[src/rtl/toggle_event_decoder.sv]
// Receive-side decoder for a 2-phase toggle line: synchronises the line, rejects
// short glitches, mirrors the sender's q and queues one event per accepted transition.
//
// state  | meaning
// -------+-------------------------------------------------------------
// IDLE   | synchronised line matches q_mirror, nothing being qualified
// FILTER | line differs from q_mirror, counting cycles until acceptance
module toggle_event_decoder #(
   parameter int FILT  = 2,
   parameter int CNT_W = 4,
   parameter int TOT_W = 16
) (
   input  logic             clk,
   input  logic             rst_n,
   input  logic             tog_in,
   output logic             ev_valid,
   input  logic             ev_ready,
   output logic [CNT_W-1:0] pending,
   output logic             overflow,
   output logic             q_mirror,
   output logic [TOT_W-1:0] ev_total
);

   localparam int FW = (FILT > 1) ? $clog2(FILT) : 1;
   localparam logic [FW-1:0]    FLT_LAST = FW'(FILT - 1);
   localparam logic [CNT_W-1:0] PEND_MAX = '1;

   typedef enum logic {
      IDLE   = 1'b0,
      FILTER = 1'b1
   } state_t;

   state_t            state, state_nxt;
   logic [FW-1:0]     flt_cnt, flt_cnt_nxt;
   logic              s1, s2;
   logic              acc;
   logic              pop;
   logic [CNT_W-1:0]  pending_nxt;
   logic              ovf_set;

   // Two-flop synchroniser for the asynchronous toggle line.
   always_ff @(posedge clk or negedge rst_n) begin
      if (!rst_n) begin
         s1 <= 1'b0;
         s2 <= 1'b0;
      end else begin
         s1 <= tog_in;
         s2 <= s1;
      end
   end

   // FSM state, filter counter, mirrored q and running total.
   always_ff @(posedge clk or negedge rst_n) begin
      if (!rst_n) begin
         state    <= IDLE;
         flt_cnt  <= '0;
         q_mirror <= 1'b0;
         ev_total <= '0;
      end else begin
         state   <= state_nxt;
         flt_cnt <= flt_cnt_nxt;
         if (acc) begin
            q_mirror <= ~q_mirror;
            ev_total <= ev_total + 1'b1;
         end
      end
   end

   // Glitch filter: a difference must persist FILT cycles before it is accepted.
   always_comb begin
      state_nxt   = state;
      flt_cnt_nxt = flt_cnt;
      acc         = 1'b0;
      case (state)
         IDLE: begin
            flt_cnt_nxt = '0;
            if (s2 != q_mirror) begin
               if (FILT == 1) begin
                  acc = 1'b1;
               end else begin
                  state_nxt   = FILTER;
                  flt_cnt_nxt = FW'(1);
               end
            end
         end
         FILTER: begin
            if (s2 == q_mirror) begin
               state_nxt   = IDLE;
               flt_cnt_nxt = '0;
            end else if (flt_cnt == FLT_LAST) begin
               acc         = 1'b1;
               state_nxt   = IDLE;
               flt_cnt_nxt = '0;
            end else begin
               flt_cnt_nxt = flt_cnt + 1'b1;
            end
         end
         default: begin
            state_nxt   = IDLE;
            flt_cnt_nxt = '0;
         end
      endcase
   end

   // Pending-count arithmetic; a simultaneous accept and pop cancel, even when full.
   always_comb begin
      pop         = ev_valid & ev_ready;
      pending_nxt = pending;
      ovf_set     = 1'b0;
      if (acc && !pop) begin
         if (pending == PEND_MAX) begin
            ovf_set = 1'b1;
         end else begin
            pending_nxt = pending + 1'b1;
         end
      end else if (!acc && pop) begin
         pending_nxt = pending - 1'b1;
      end
   end

   // Event queue registers; ev_valid is a registered decode of the next pending count.
   always_ff @(posedge clk or negedge rst_n) begin
      if (!rst_n) begin
         pending  <= '0;
         ev_valid <= 1'b0;
         overflow <= 1'b0;
      end else begin
         pending  <= pending_nxt;
         ev_valid <= (pending_nxt != '0);
         if (ovf_set) begin
            overflow <= 1'b1;
         end
      end
   end

endmodule

[config.mk]
export PLATFORM = sky130hd
export DESIGN_NAME = toggle_event_decoder
export DESIGN_NICKNAME = d
export VERILOG_FILES = /design/src/rtl/toggle_event_decoder.sv
export SDC_FILE = /design/constraint.sdc
export NUM_CORES = 1
export LEC_CHECK = 0
export BUFFER_PORTS_ARGS = -buffer_cell sky130_fd_sc_hd__buf_2
export CORE_MARGIN = 2
export CORE_UTILIZATION = 25
export DETAILED_ROUTE_END_ITERATION = 10
export PLACE_DENSITY_LB_ADDON = 0.12
export SLEW_MARGIN = 30
export SYNTH_ARGS = -nofsm -noshare
export SYNTH_HDL_FRONTEND = slang
export SYNTH_SLANG_ARGS = --single-unit
[constraint.sdc]
create_clock -name clk -period 4 [get_ports clk]
set_clock_uncertainty 0.15 [all_clocks]
set_input_delay 0.8 -clock clk [delete_from_list [all_inputs] [get_ports clk]]
set_output_delay 0.8 -clock clk [all_outputs]
set_load 0.05 [all_outputs]
# Word-level counts from Yosys, hierarchy flattened
# Index checks and enable logic that the tools add are counted.
# Widths: inputs -> output; s select.
op_classes:
  n_addsub: 4
  n_mux: 15
  n_bitwise: 3
  n_eq_ne: 3
  reduce_logical: 5
ops:
  columns: ["op", "n"]
  rows:
  - ["$add 16x1->16 const B", 1]
  - ["$mux 4", 3]
  - ["$mux 1", 10]
  - ["$add 4x1->4 const B", 1]
  - ["$eq 4x4->1 const B", 1]
  - ["$pmux 1 s2", 2]
  - ["$reduce_bool 4->1", 1]
  - ["$sub 4x1->4 const B", 1]
  - ["$logic_and 1x1->1", 2]
  - ["$logic_not 1->1", 2]
  - ["$not 1->1", 2]
  - ["$add 1x1->1 const B", 1]
  - ["$and 1x1->1", 1]
  - ["$eq 1x1->1", 1]
  - ["$ne 1x1->1", 1]
totals:
  ff_bits: 27
  in_bits: 4

# Logic depth before layout (Yosys ltp)
logic_depth:
  depth_word: 8
  ltp_mapped: 7

# Least setup slack after synthesis
# No wires, ideal clock.
synth_path:
  path_type: "register -> register"
  from: "register pending[1]"
  to: "register ev_valid"
  slack_ps: 1649
  path_stages_with_launch: 7
  t_arrival_ps: 2062
  n_path_buf: 0
  setup_ps: 139
  t_required_ps: 3711
  synth_period_minus_slack_ps: 2351
  path_cell_list: "dfrtp_1 > ha_1 > nand3_1 > and4_1 > a31oi_1 > xnor2_1 > or4_1"
synth_via:
  elab_chain_len: 4
synth_lines:
  columns: ["element", "line_no", "text"]
  rows:
  - ["start: declaration", "18", "output logic [CNT_W-1:0] pending,"]
  - ["start signal: assignment", "128", "pending <= pending_nxt;"]
  - ["$eq 4x4->1", "111", "if (pending == PEND_MAX) begin"]
  - ["$mux 4", "111", null]
  - ["$mux 4", "110", "if (acc && !pop) begin"]
  - ["via pending_nxt[0]", "38", "logic [CNT_W-1:0] pending_nxt;"]
  - ["$reduce_bool 4->1", "129", "ev_valid <= (pending_nxt != '0);"]
  - ["end signal: assignment", "129", null]
  - ["end: declaration", "16", "output logic ev_valid,"]
# The timed path passes the listed nets, and every way through them passes these cells.
# A chain may end at the register's enable or synchronous reset.

# Worst setup path in the final report
layout_path:
  from: "register q_mirror"
  to: "register ev_valid"
layout_via:
  elab_chain_len: 8
layout_lines:
  columns: ["element", "line_no", "text"]
  rows:
  - ["start: declaration", "20", "output logic q_mirror,"]
  - ["start signal: assignment", "63", "q_mirror <= ~q_mirror;"]
  - ["$eq 1x1->1 (*)", "87", "if (s2 == q_mirror) begin"]
  - ["$mux 1 (*)", "87", null]
  - ["$mux 1 (*)", "74", "case (state)"]
  - ["$logic_not 1->1", "116", "end else if (!acc && pop) begin"]
  - ["$logic_and 1x1->1", "116", null]
  - ["$mux 4", "116", null]
  - ["$mux 4 (*)", "110", null]
  - ["via pending_nxt[2]", "38", null]
  - ["$reduce_bool 4->1 (*)", "129", null]
# Mark *: on every way through the listed nets, which the timed path passes. The rest lies on a longest branch.

==> results.ini <==
[setup_path]
crit_required_ps=4000
reg2reg_slack_ps=1770
r2r-end=ev_valid$_DFF_PN0_
reg2reg_from=q_mirror$_DFFE_PN0P_
crit_fanout=8
crit_path_start_kind=register
criticalPathCategory=register to register
reg2reg_depth=5
critPathArrivalTime_ps=2230
end_kind=register

[cells_and_area]
final_util=0.323
n_fill_cell=467
antennaDiodeCount=0
syn2layout_area_growth_pct=21.5
drive_gt1_frac=0.244
final_net_count=139

[synth]
yosys_register_bits=26
synth_top_area_frac=0.551
ys_seq_area_frac=0.551
synth_top_cell_by_area=dfrtp_1
synthArstFlopShare=1.00
syn_inst=103
yosys-top-cells-area=dfrtp_1 55%, xnor2_1 10%, nand2_1 3.5%
synth_ff_type=dfrtp_1
synthMostInstantiatedCell=dfrtp_1
synth_commonest_cells=26 x dfrtp_1, 14 x xnor2_1, 11 x nand2_1
synth_cell_type_count=30
ys_warn_count=0
syn_nets=110
syn_area_per_cell_um2=11.5
synth_edf_count=0
synth_area_um2=1180

[cts]
htreeDepth=1
cts_buffers=3
clock_sinks=26
cts_resized=0
cts_buffer_depth=2
path_clk_slew_ps=100
hold_buffers=0
root_buffer=clkbuf_8
cts_setup_buffers=0
clkLatencyLatePin_ps=270
cts_tree=done

[detailed_routing]
avgRoutedWirePerCell_um=13.2
viasPerCell=4.69
drc_errors=0
vias=859
drt_wl_total_mm=2.41
antenna_left=0
firstDrtPassIters=4
drt_iter0_markers=55

[power]
irDropWorstVdd_mv=0.437
power_density_nw_per_um2=785
leakage_nw=0.684

[hold_path]
hold_path_depth=0
hold_end=s2$_DFF_PN0_
min-delay-path-class=register to register
min_from=s1$_DFF_PN0_

[timing]
fmax_mhz=449
hold_viol=0
finalSetupViolations=0
fin_crit_sh=0.556
tns_ps=0
tightest_slew_ps=588
slew_headroom=0.608
setup_ws_ps=1770
min_period_ps=2230
rsz0062_at_grt=false
slew_viol_final=0

[global_routing]
grt_pass1_wl_mm=4.06
top_usage_layer=met1
grtUsageMet2=0.143
met1_usage=0.145
grt_util_all_layers=0.0992
grt_pass1_vias=841
grt_use_met3=0.0207
antenna_found_initial=0
grt.overflow.total=0
grt_max_degree=27

[place]
hpwl_mm=1.74
place_ws_ps=1630
gp_congestion=0.874
portBuffers=26

[floorplanning]
rows=24
core_area_um2=4440
fp.dieW_um=72.7
fp.dieH_um=72.7
ios=27
die-area_um2=5290
initial_utilization=0.265

[flow_run]
cap_viol_max_count=0

[status]
outcome=completed

[per-layer routing]
layer,share of wire,routed length (um),up-vias
met5,0,0,-
met4,0.0083,20,0
met3,0.043,104,2
met2,0.45,1080,18
met1,0.50,1200,419
li1,-,-,420
[area by class of cell]
class	instances	area (um2)	share of cell area
Timing Repair Buffer	26	130	0.0908
Tap cell	52	65.1	0.0454
Sequential cell	26	651	0.454
Clock inverter	1	30.0	0.0209
Inverter	3	11.3	0.00785
Clock buffer	3	41.3	0.0288
Multi-Input combinational cell	72	505	0.353
[per-stage QoR]
step                power [mW]  hold slack, ps  cells  cell area [um2]
finish                    1.13             210    183             1430
global placement         0.913             184    179             1360
CTS                       1.14             215    183             1430
global route              1.20             227    183             1430
floorplan                0.796             181    103             1180
detailed placement       0.914             192    179             1360
[state kept, by name, indices dropped and copies added (netlist names)]
| signal | count |
|---|---|
| ev_total | 16 |
| pending | 4 |
| ev_valid | 1 |
| q_mirror | 1 |
| s1 | 1 |
| overflow | 1 |
| flt_cnt | 1 |
| s2 | 1 |
[cell usage in the layout (no fill, tap or decap), types with 2 or more instances in the layout]
cell type,netlist,final
and4_1,3,3
and3_1,2,2
xnor2_1,14,14
and2_1,2,2
ha_1,3,3
nor2_1,2,2
dfrtp_1,26,26
xor2_1,2,2
clkbuf_8,0,3
nand2_1,11,11
buf_2,1,26
a31oi_1,2,2
a21oi_1,4,4
nand4_1,5,5
inv_1,3,3
nor2b_1,2,2
nand3_1,7,7
[worst max-delay path by stage]
stage                                     from                  to  slack (ps)  cells past startpoint
after floorplan           pending[1]$_DFF_PN0_  ev_valid$_DFF_PN0_        1650                      6
after global placement                ev_ready  ev_valid$_DFF_PN0_        1690                      6
after detailed placement              ev_ready  ev_valid$_DFF_PN0_        1630                      6
after CTS                 q_mirror$_DFFE_PN0P_  ev_valid$_DFF_PN0_        1760                      5
after global routing      q_mirror$_DFFE_PN0P_  ev_valid$_DFF_PN0_        1620                      5
final                     q_mirror$_DFFE_PN0P_  ev_valid$_DFF_PN0_        1770                      5
[power breakdown]
part / switching [mW] / leakage, nW / internal (mW)
sequential: 0.0887 / 0.333 / 0.328
clock: 0.0827 / 0.0357 / 0.134
combinational: 0.350 / 0.316 / 0.142
total: 0.521 / 0.684 / 0.604
[logic make-up (layout without fill, tap and decap cells)]
| family | Yosys count | after routing | share of synthesized area |
|---|---|---|---|
| flip-flops | 26 | 26 | 0.551 |
| buffers and inverters | 5 | 33 | 0.0201 |
| AO/OA/AOI/OAI | 14 | 14 | 0.0859 |
| AND/OR/NAND/NOR | 37 | 37 | 0.169 |
| XOR/XNOR | 17 | 17 | 0.133 |
| adder cells (fa/ha/maj) | 3 | 3 | 0.0318 |
| multiplexers | 1 | 1 | 0.00954 |
[worst max-delay path, cell delays in order, from the launching register on]
cell     delay, ps
dfrtp_1        430
xor2_2         360
and2_1         360
a41o_1         220
a21oi_1         70
or4_1          510
No activity file was read; power rests on OpenSTA's default activity.
